[src/rtl/led_frame_sequencer.sv]
// LED frame sequencer: holds an 8-column frame buffer written by the host and
// periodically streams one refresh frame (data cmd, address cmd, 8 column bytes,
// display-control byte) to the LED byte writer over a valid/busy handshake.
module led_frame_sequencer #(
    parameter int         NUM_COLS       = 8,
    parameter int         REFRESH_CYCLES = 12_000,
    parameter logic [7:0] CMD_DATA       = 8'h40,
    parameter logic [7:0] CMD_ADDR       = 8'hC0,
    parameter logic [7:0] CMD_DISP_BASE  = 8'h88
) (
    input  logic       clk,
    input  logic       resetn,
    input  logic       wr_en,
    input  logic [2:0] wr_addr,
    input  logic [7:0] wr_data,
    input  logic [2:0] brightness,
    output logic [7:0] px_value,
    output logic       px_valid,
    input  logic       px_busy,
    output logic       frame_active,
    output logic       frame_done,
    output logic       overrun
);

    localparam int         CNT_W    = $clog2(REFRESH_CYCLES);
    localparam logic [3:0] LAST_IDX = 4'd10;

    typedef enum logic [2:0] {
        IDLE,
        LOAD,
        SEND,
        WAIT_ACK,
        WAIT_DONE
    } state_t;

    state_t           state;
    logic [CNT_W-1:0] refresh_cnt;
    logic             tick;
    logic [7:0]       fb   [NUM_COLS];
    logic [7:0]       snap [NUM_COLS];
    logic [2:0]       bri_lat;
    logic [3:0]       byte_idx;
    logic [7:0]       cur_byte;

    assign tick = (refresh_cnt == CNT_W'(REFRESH_CYCLES - 1));

    // Byte to send for the current index; columns come from the frozen snapshot
    function automatic logic [7:0] frame_byte(input logic [3:0] idx,
                                              input logic [7:0] col,
                                              input logic [2:0] bri);
        logic [7:0] b;
        case (idx)
            4'd0:    b = CMD_DATA;
            4'd1:    b = CMD_ADDR;
            4'd10:   b = CMD_DISP_BASE | {5'b00000, bri};
            default: b = col;
        endcase
        return b;
    endfunction

    // Select the column byte for the current index and format the outgoing byte
    always_comb begin
        cur_byte = frame_byte(byte_idx, snap[3'(byte_idx - 4'd2)], bri_lat);
    end

    // Free-running refresh timer; tick marks the wrap and is never gated
    always_ff @(posedge clk or negedge resetn) begin
        if (!resetn) begin
            refresh_cnt <= '0;
        end else if (tick) begin
            refresh_cnt <= '0;
        end else begin
            refresh_cnt <= refresh_cnt + 1'b1;
        end
    end

    // Host-side frame buffer, writable in every state
    always_ff @(posedge clk or negedge resetn) begin
        if (!resetn) begin
            for (int i = 0; i < NUM_COLS; i++) begin
                fb[i] <= '0;
            end
        end else if (wr_en) begin
            fb[wr_addr] <= wr_data;
        end
    end

    // Frame sequencing FSM with registered handshake and status outputs
    always_ff @(posedge clk or negedge resetn) begin
        if (!resetn) begin
            state        <= IDLE;
            byte_idx     <= '0;
            bri_lat      <= '0;
            px_value     <= '0;
            px_valid     <= 1'b0;
            frame_active <= 1'b0;
            frame_done   <= 1'b0;
            overrun      <= 1'b0;
            for (int i = 0; i < NUM_COLS; i++) begin
                snap[i] <= '0;
            end
        end else begin
            frame_done <= 1'b0;
            // A tick during a frame is dropped, only flagged
            if (tick && (state != IDLE)) begin
                overrun <= 1'b1;
            end
            case (state)
                IDLE: begin
                    if (tick) begin
                        state <= LOAD;
                    end
                end
                LOAD: begin
                    for (int i = 0; i < NUM_COLS; i++) begin
                        snap[i] <= fb[i];
                    end
                    // Write-through so a same-cycle host write lands in this frame
                    if (wr_en) begin
                        snap[wr_addr] <= wr_data;
                    end
                    bri_lat      <= brightness;
                    byte_idx     <= '0;
                    frame_active <= 1'b1;
                    state        <= SEND;
                end
                SEND: begin
                    if (!px_busy) begin
                        px_value <= cur_byte;
                        px_valid <= 1'b1;
                        state    <= WAIT_ACK;
                    end
                end
                WAIT_ACK: begin
                    if (px_busy) begin
                        px_valid <= 1'b0;
                        state    <= WAIT_DONE;
                    end
                end
                WAIT_DONE: begin
                    if (!px_busy) begin
                        if (byte_idx == LAST_IDX) begin
                            frame_done   <= 1'b1;
                            frame_active <= 1'b0;
                            state        <= IDLE;
                        end else begin
                            byte_idx <= byte_idx + 4'd1;
                            state    <= SEND;
                        end
                    end
                end
                default: state <= IDLE;
            endcase
        end
    end

endmodule

[config.mk]
export PLATFORM = sky130hd
export DESIGN_NAME = led_frame_sequencer
export DESIGN_NICKNAME = d
export VERILOG_FILES = /design/src/rtl/led_frame_sequencer.sv
export SDC_FILE = /design/constraint.sdc
export NUM_CORES = 1
export LEC_CHECK = 0
export CAP_MARGIN = 20
export CORE_MARGIN = 3
export CORE_UTILIZATION = 40
export CTS_BUF_LIST = sky130_fd_sc_hd__clkbuf_8
export DETAILED_ROUTE_END_ITERATION = 10
export PLACE_DENSITY = 0.66
export SYNTH_ARGS = -nofsm -noshare
export SYNTH_HDL_FRONTEND = slang
export SYNTH_SLANG_ARGS = --single-unit
[constraint.sdc]
create_clock -name clk -period 3.05 [get_ports clk]
set_input_delay 0.61 -clock clk [delete_from_list [all_inputs] [get_ports clk]]
set_output_delay 0.61 -clock clk [all_outputs]
set_load 0.03 [all_outputs]
==> impl_metrics.tcl <==
set metrics [dict create \
    cts_root_buf "clkbuf_8" \
    synth_seq_cells 164 \
    clk_pin_slew_ns 0.09 \
    viasPerCell 5.28 \
    min-delay-path-class "in2async" \
    die_area_sq_um 19200 \
    cp-start-kind "primary input" \
    cp-startpoint "wr_addr[1]" \
    cts-resized-gates 0 \
    yosys.cell_count.top_type "dfrtp_1" \
    p_sw_mw 2.05 \
    nets 602 \
    io_buffers 29 \
    post_drt_wl_per_cell_um 18.1 \
    num_io_pins 30 \
    grt_pass1_vias 4600 \
    yosysWarnings 0 \
    overflow 0 \
    grt_max_degree 71 \
    crit_chain "clkdlybuf4s50_1, nor3b_4, mux2_2, mux2_2" \
    cap_violations 0 \
    path_max_fanout 8 \
    yosys-mux-area-fraction 0.218 \
    wl_met3_um 557 \
    ctsHoldBuffers 0 \
    clk_path_buf_depth 2 \
    syn-cell-area_sq_um 7020 \
    setup_viol 0 \
    ys_top_cells_by_area "dfrtp_1 58%, mux2_2 16%, nand2_1 6.3%" \
    multi_input_area_sq_um 2780 \
    rrSetupSlack_ns 0.75 \
    highest_layer "met4" \
    synth_edf_count 0 \
    end_kind "flip-flop" \
    drt_iter0_markers 276 \
    synth_top_family_by_area "multiplexers" \
    synth-adder-area-share 0.0107 \
    synth.avg_cell_area_sq_um 12.9 \
    peakVddDrop_uv 506 \
    synth_cells 545 \
    design.core.area_sq_um 16900 \
    p_clk_frac 0.236 \
    synth_top_area_frac 0.584 \
    totalWireLength_um 14700 \
    finalClockSkew_ns 0.00907 \
    p_int_mw 4.54 \
    met2_length_um 7110 \
    ys_types 50 \
    grtUsageTotal 0.161 \
    final_layout_size_suffix_gt1_frac 0.290 \
    synth_compound_area_frac 0.0276 \
    route.detailed.drc 0 \
    vias 4277 \
    timing.critical_path.slowest_stage_cell "nor3b_4" \
    seqCellArea_sq_um 4100 \
    p_per_area_nw_per_um2 825 \
    drv_slew 0 \
    tightest_slew_ns 0.982 \
    antenna_found_initial 0 \
    cts.htree.levels 4 \
    std_cell_rows 47 \
    synthTopCellsByCount "164 x dfrtp_1, 117 x nand2_1, 97 x mux2_2, 19 x nor2_1, 16 x mux4_2" \
    initial_core_util 0.416 \
    p_seq_frac 0.485 \
    path_common_cell "mux2_2" \
    drtAntennaViolNets 0 \
    combinationalPowerShare 0.279 \
    p_sw_frac 0.311 \
    syn_nets 569 \
    yosysTopAreaCell "dfrtp_1" \
    endpoint "snap[47]$_DFFE_PN0P_" \
    async_reset_ff_frac 1.00 \
    wl_met1_um 6820 \
    rsz0062_at_grt "false" \
    synth_ff_type "dfrtp_1" \
    r2r-start "byte_idx[1]$_DFFE_PN0P_" \
    r2r_end "px_value[7]$_DFFE_PN0P_" \
    slew_headroom 0.345 \
    die_y_um 139 \
    cts_sinks 164 \
    grt_pass1_wl_um 24300 \
    fin_util 0.473 \
    clock_latency_ns 0.45 \
    n_fill_cell 1508 \
    r2r_cells 5 \
    cpPeakStageDelay_ns 0.72 \
    die_w_um 139 \
    cts_tree "done" \
    outcome "completed" \
    cp.required_ns 3.38 \
    antenna_cells 0 \
    arrival_ns 2.73 \
    cts_buffers 17 \
    path_class "in2reg" \
    leakage_nw 3.58 \
    post-dp-hpwl_um 9560 \
    period_share 0.786 \
    first_pass_iters 5 \
    max_freq_mhz 417 \
    hold_viol 0 \
    post_cts_buffers 0 \
    yosys.area_share.simple 0.124 \
    synthXorXnorAreaFrac 0.0150 \
    finalSetupTns_ns 0 \
    yosysSeqAreaShare 0.584 \
    min_period_ns 2.40 \
    area_growth_pct 13.8 \
    place_congestion 0.759 \
]
critical path: cells and delay by family:
family,cells,cell delay (ns)
and+or+nand+nor,1,0.72
buffers and inverters,1,0.71
muxes,2,0.69
flip-flops by register name, indices dropped and copies added (netlist names):
| name | count |
|---|---|
| fb | 64 |
| snap | 64 |
| refresh_cnt | 14 |
| px_value | 8 |
| byte_idx | 4 |
| bri_lat | 3 |
| state | 3 |
| frame_active | 1 |
| frame_done | 1 |
| overrun | 1 |
| px_valid | 1 |
layout by cell type (no fill, tap or decap), types with 2 or more instances in the layout:
cell type	n
clkdlybuf4s50_1	28
mux2_2	97
o22ai_1	4
bufinv_16	2
xor2_1	5
dfrtp_1	164
nor3_1	4
nand3_1	5
a21oi_1	7
nand2_1	117
clkinv_2	3
nor3b_4	3
inv_6	3
o21ai_0	8
clkbuf_8	19
nand4_1	5
ha_1	6
o221ai_1	3
buf_12	3
nand3b_1	2
or3_1	2
buf_4	9
nor2_1	19
inv_1	4
xnor2_1	7
mux2i_1	8
clkinv_4	2
o2bb2ai_1	3
o21ai_1	2
nand4b_1	3
and3_1	3
mux4_2	16
layout make-up:
cell class	instances	share of cell area
well taps	220	0.0345
clock buffers	19	0.0327
inverters	4	0.00188
multi-input cells	350	0.348
flip-flops and latches	164	0.514
repair buffers	41	0.0525
clock inverters	12	0.0163
worst min-delay path by stage:
stage	slack (ns)	from	cells after the start	end
CTS	0.11	resetn	1	refresh_cnt[6]$_DFF_PN0_
floorplan	0.31	resetn	0	bri_lat[0]$_DFFE_PN0P_
detailed placement	0.45	overrun$_DFFE_PN0P_	1	overrun$_DFFE_PN0P_
global placement	0.44	overrun$_DFFE_PN0P_	1	overrun$_DFFE_PN0P_
finish	0.11	resetn	1	refresh_cnt[6]$_DFF_PN0_
global route	0.13	resetn	1	refresh_cnt[6]$_DFF_PN0_
metrics by stage:
| step | total power [mW] | hold slack, ns | worst slack [ns] | cell area, sq um | instances |
|---|---|---|---|---|---|
| 4_1_cts | 6.65 | 0.113 | 0.696 | 7990 | 810 |
| 5_1_grt | 7.00 | 0.126 | 0.601 | 7990 | 810 |
| 2_1_floorplan | 4.48 | 0.314 | 0.731 | 7020 | 545 |
| 3_5_place_dp | 5.09 | 0.446 | 0.212 | 7600 | 779 |
| 3_3_place_gp | 5.00 | 0.437 | 0.279 | 7600 | 779 |
| 6_report | 6.59 | 0.105 | 0.654 | 7990 | 810 |
cell families after synthesis:
logic type,after synthesis
AND/OR/NAND/NOR,180
flip-flops,164
multiplexers,121
AO/OA/AOI/OAI,31
buffers and inverters,31
XOR/XNOR,12
adder cells (fa/ha/maj),6
power by group through the flow:
stage	Sequential (mW)	Combinational (mW)	Clock, mW
final	3.20	1.84	1.55
after global placement	3.21	1.80	0
after floorplan	3.20	1.29	0
after CTS	3.20	1.86	1.59
after global routing	3.28	2.03	1.69
after detailed placement	3.24	1.86	0
routing by layer:
metal	track usage	vias to the layer above
li1	-	1965
met1	0.218	2221
met2	0.262	75
met3	0.0397	16
met4	0.0437	0
met5	0	-
Power figures use the tool's default switching activity.
==> patch: new RTL, same settings <==
`NUM_COLS`: 8 -> 16.
--- a/src/rtl/led_frame_sequencer.sv
+++ b/src/rtl/led_frame_sequencer.sv
@@ -2,7 +2,7 @@
 // periodically streams one refresh frame (data cmd, address cmd, 8 column bytes,
 // display-control byte) to the LED byte writer over a valid/busy handshake.
 module led_frame_sequencer #(
-    parameter int         NUM_COLS       = 8,
+    parameter int         NUM_COLS       = 16,
     parameter int         REFRESH_CYCLES = 12_000,
     parameter logic [7:0] CMD_DATA       = 8'h40,
     parameter logic [7:0] CMD_ADDR       = 8'hC0,
Function: same outputs for any inputs over 10 cycles, from zero or initial values and one cycle with resetn low; that may be too few to reach the edited logic, so the function may still have changed.
==> patch against the unedited design <==
- design area grew 0.36%
- routed wire length shrank 2.3%
- hold slack gained 0.010 ns
- register-to-register slack gained 0.04 ns
- power shrank 1.2%
- synthesized cell count shrank 0.73%
- setup slack gained 0.12 ns
- non-clock buffer count grew 2
- area after synthesis grew 0.94%
- clock power shrank 3%
- sequential cell count is the same
- critical path type unchanged
==> patch: results (changes against the unedited design) <==
The number of cells traversed by the worst register-to-register path was 5 (unchanged). Sorting the synthesized cells by how often they occur yields dfrtp_1, nand2_1, mux2_2. The share of cells above drive strength 1 is 29.4% (+0.44 points), and the total iterations of the first detailed-routing run is 4 (-1).

The logs give 0.115 ns (+0.0100 ns) for the hold slack and 47 (-6.0%) for the count of distinct cell types in the synthesized netlist. The maximum net fanout on the critical path is 8 (unchanged). The global-route wire length before repair is 24400 µm (+0.31%), and the transition time of the tightest slew-check pin is 0.634 ns (-0.348 ns). Detailed-placement wirelength estimate: 9460 µm (-0.96%). The tools report the largest vdd supply drop as 0.454 mV (-10%).

The all-layer global routing usage was 15.8% (-0.27 points). The Yosys warning count is 0 (unchanged). The sequential share of the synthesized area came out at 57.9% (-0.55 points). The endpoint identified for the worst register-to-register timing path is px_value[5].

The maximum number of pins on one net before global-route repair is 66 (-7.0%), and the share of flip-flops with an asynchronous set or reset is 100% (unchanged). The sum of routed wire length over all layers was 14300 µm (-2.3%). The number of buffers added on ports works out to 29 (unchanged).

The timing startpoint of the critical path is wr_addr[2]. The number of buffers created by CTS is 17 (unchanged). The tools report the cell chosen for the clock root as clkbuf_8. The run gives 196 (-29%) as the number of DRC markers in iteration 0.

The routed via count divided by cell count was 5.17 (-2.2%). The run gives 0 (unchanged) as the number of gates resized after cts. Final RePlAce weighted congestion: 0.753 (-0.74%). Number of pins exceeding their max-slew limit in the final report: 0 (unchanged). The source of the worst register-to-register timing path was byte_idx[2]. The flow ran to the end, and the final reports show no timing, DRC or antenna violations. The clock tree skew after final layout came out at 0.0131 ns (+0.00402 ns).

The via count of the first global-routing pass was 4606 (+0.13%); the slack of the worst reg-to-reg path was 0.79 ns (+0.04 ns). Worst endpoint data arrival time: 2.61 ns (-0.12 ns). Yosys attributes the largest share of cell area to dfrtp_1, mux2_2, nand2_1, mux4_2, mux2i_1. The logs give 565 (-0.70%) for the post-synth net total and 4 (unchanged) for the total number of H-tree levels.

For the standby leakage power, the log shows 3.53 nW (-1.2%). The tools report the clock latency reported for the late side of the worst-skew pair as 0.45 ns (about the same). The number of nets in the finished design came out at 599 (-0.50%).

For the worst setup slack after placement, the log shows 0.317 ns (+0.105 ns).
patch: changes by cell type in the layout (fill, tap and decap cells not counted), sizes merged, moves of 3 or more:
cell and delta:
inv +3, o22ai -4, nor2 -4, mux2 +4, nand2 -4, nand4 -3
nand3 +4
patch: kinds of logic after synthesis:
| logic type | synth area share, % |
|---|---|
| AND/OR/NAND/NOR | 12.1 |
| adder cells (fa/ha/maj) | 1.06 |
| multiplexers | 22.4 |
| flip-flops | 57.9 |
| XOR/XNOR | 1.48 |
| AO/OA/AOI/OAI | 2.52 |
| buffers and inverters | 2.51 |
patch: how the worst max path moves through the flow:
| stage | end | slack, ns | depth (start not counted) |
|---|---|---|---|
| final | snap[92] | 0.78 | 4 |
| after global routing | snap[93] | 0.73 | 4 |
| after CTS | px_value[5] | 0.80 | 5 |
| after detailed placement | snap[93] | 0.32 | 4 |
| after global placement | snap[92] | 0.38 | 4 |
| after floorplan | snap[104] | 1.07 | 5 |
patch: final cells by class:
class	count	area, µm²
fillers	1583	9280
flip-flops and latches	164	4100
multi-input cells	344	2810
repair buffers	43	422
well taps	225	282
clock buffers	18	248
clock inverters	14	130
inverters	5	18.8
patch: per-stage QoR:
stage / area, µm² / std cells
global placement: 7640 / 781
finish: 8020 / 813
floorplan: 7090 / 541
detailed placement: 7640 / 781
global route: 8020 / 813
CTS: 8020 / 813
patch: per-layer routing:
layer / vias up / wire length (µm) / GRT usage (%)
met5: - / 0 / 0
met4: 0 / 181 / 4.79
met3: 13 / 429 / 3.10
met2: 54 / 6770 / 24.9
met1: 2186 / 6960 / 22.5
li1: 1947 / - / -
patch: where the power goes:
group / internal [mW] / total (mW) / leakage, nW / switching [mW]
registers: 2.84 / 3.18 / 2.02 / 0.342
clock network: 0.676 / 1.50 / 0.189 / 0.828
logic: 0.929 / 1.82 / 1.32 / 0.894
patch: critical path, stage by stage:
cell	delay, ns
clkdlybuf4s50_1	0.72
nor3b_4	0.59
mux2_2	0.41
mux2_2	0.27
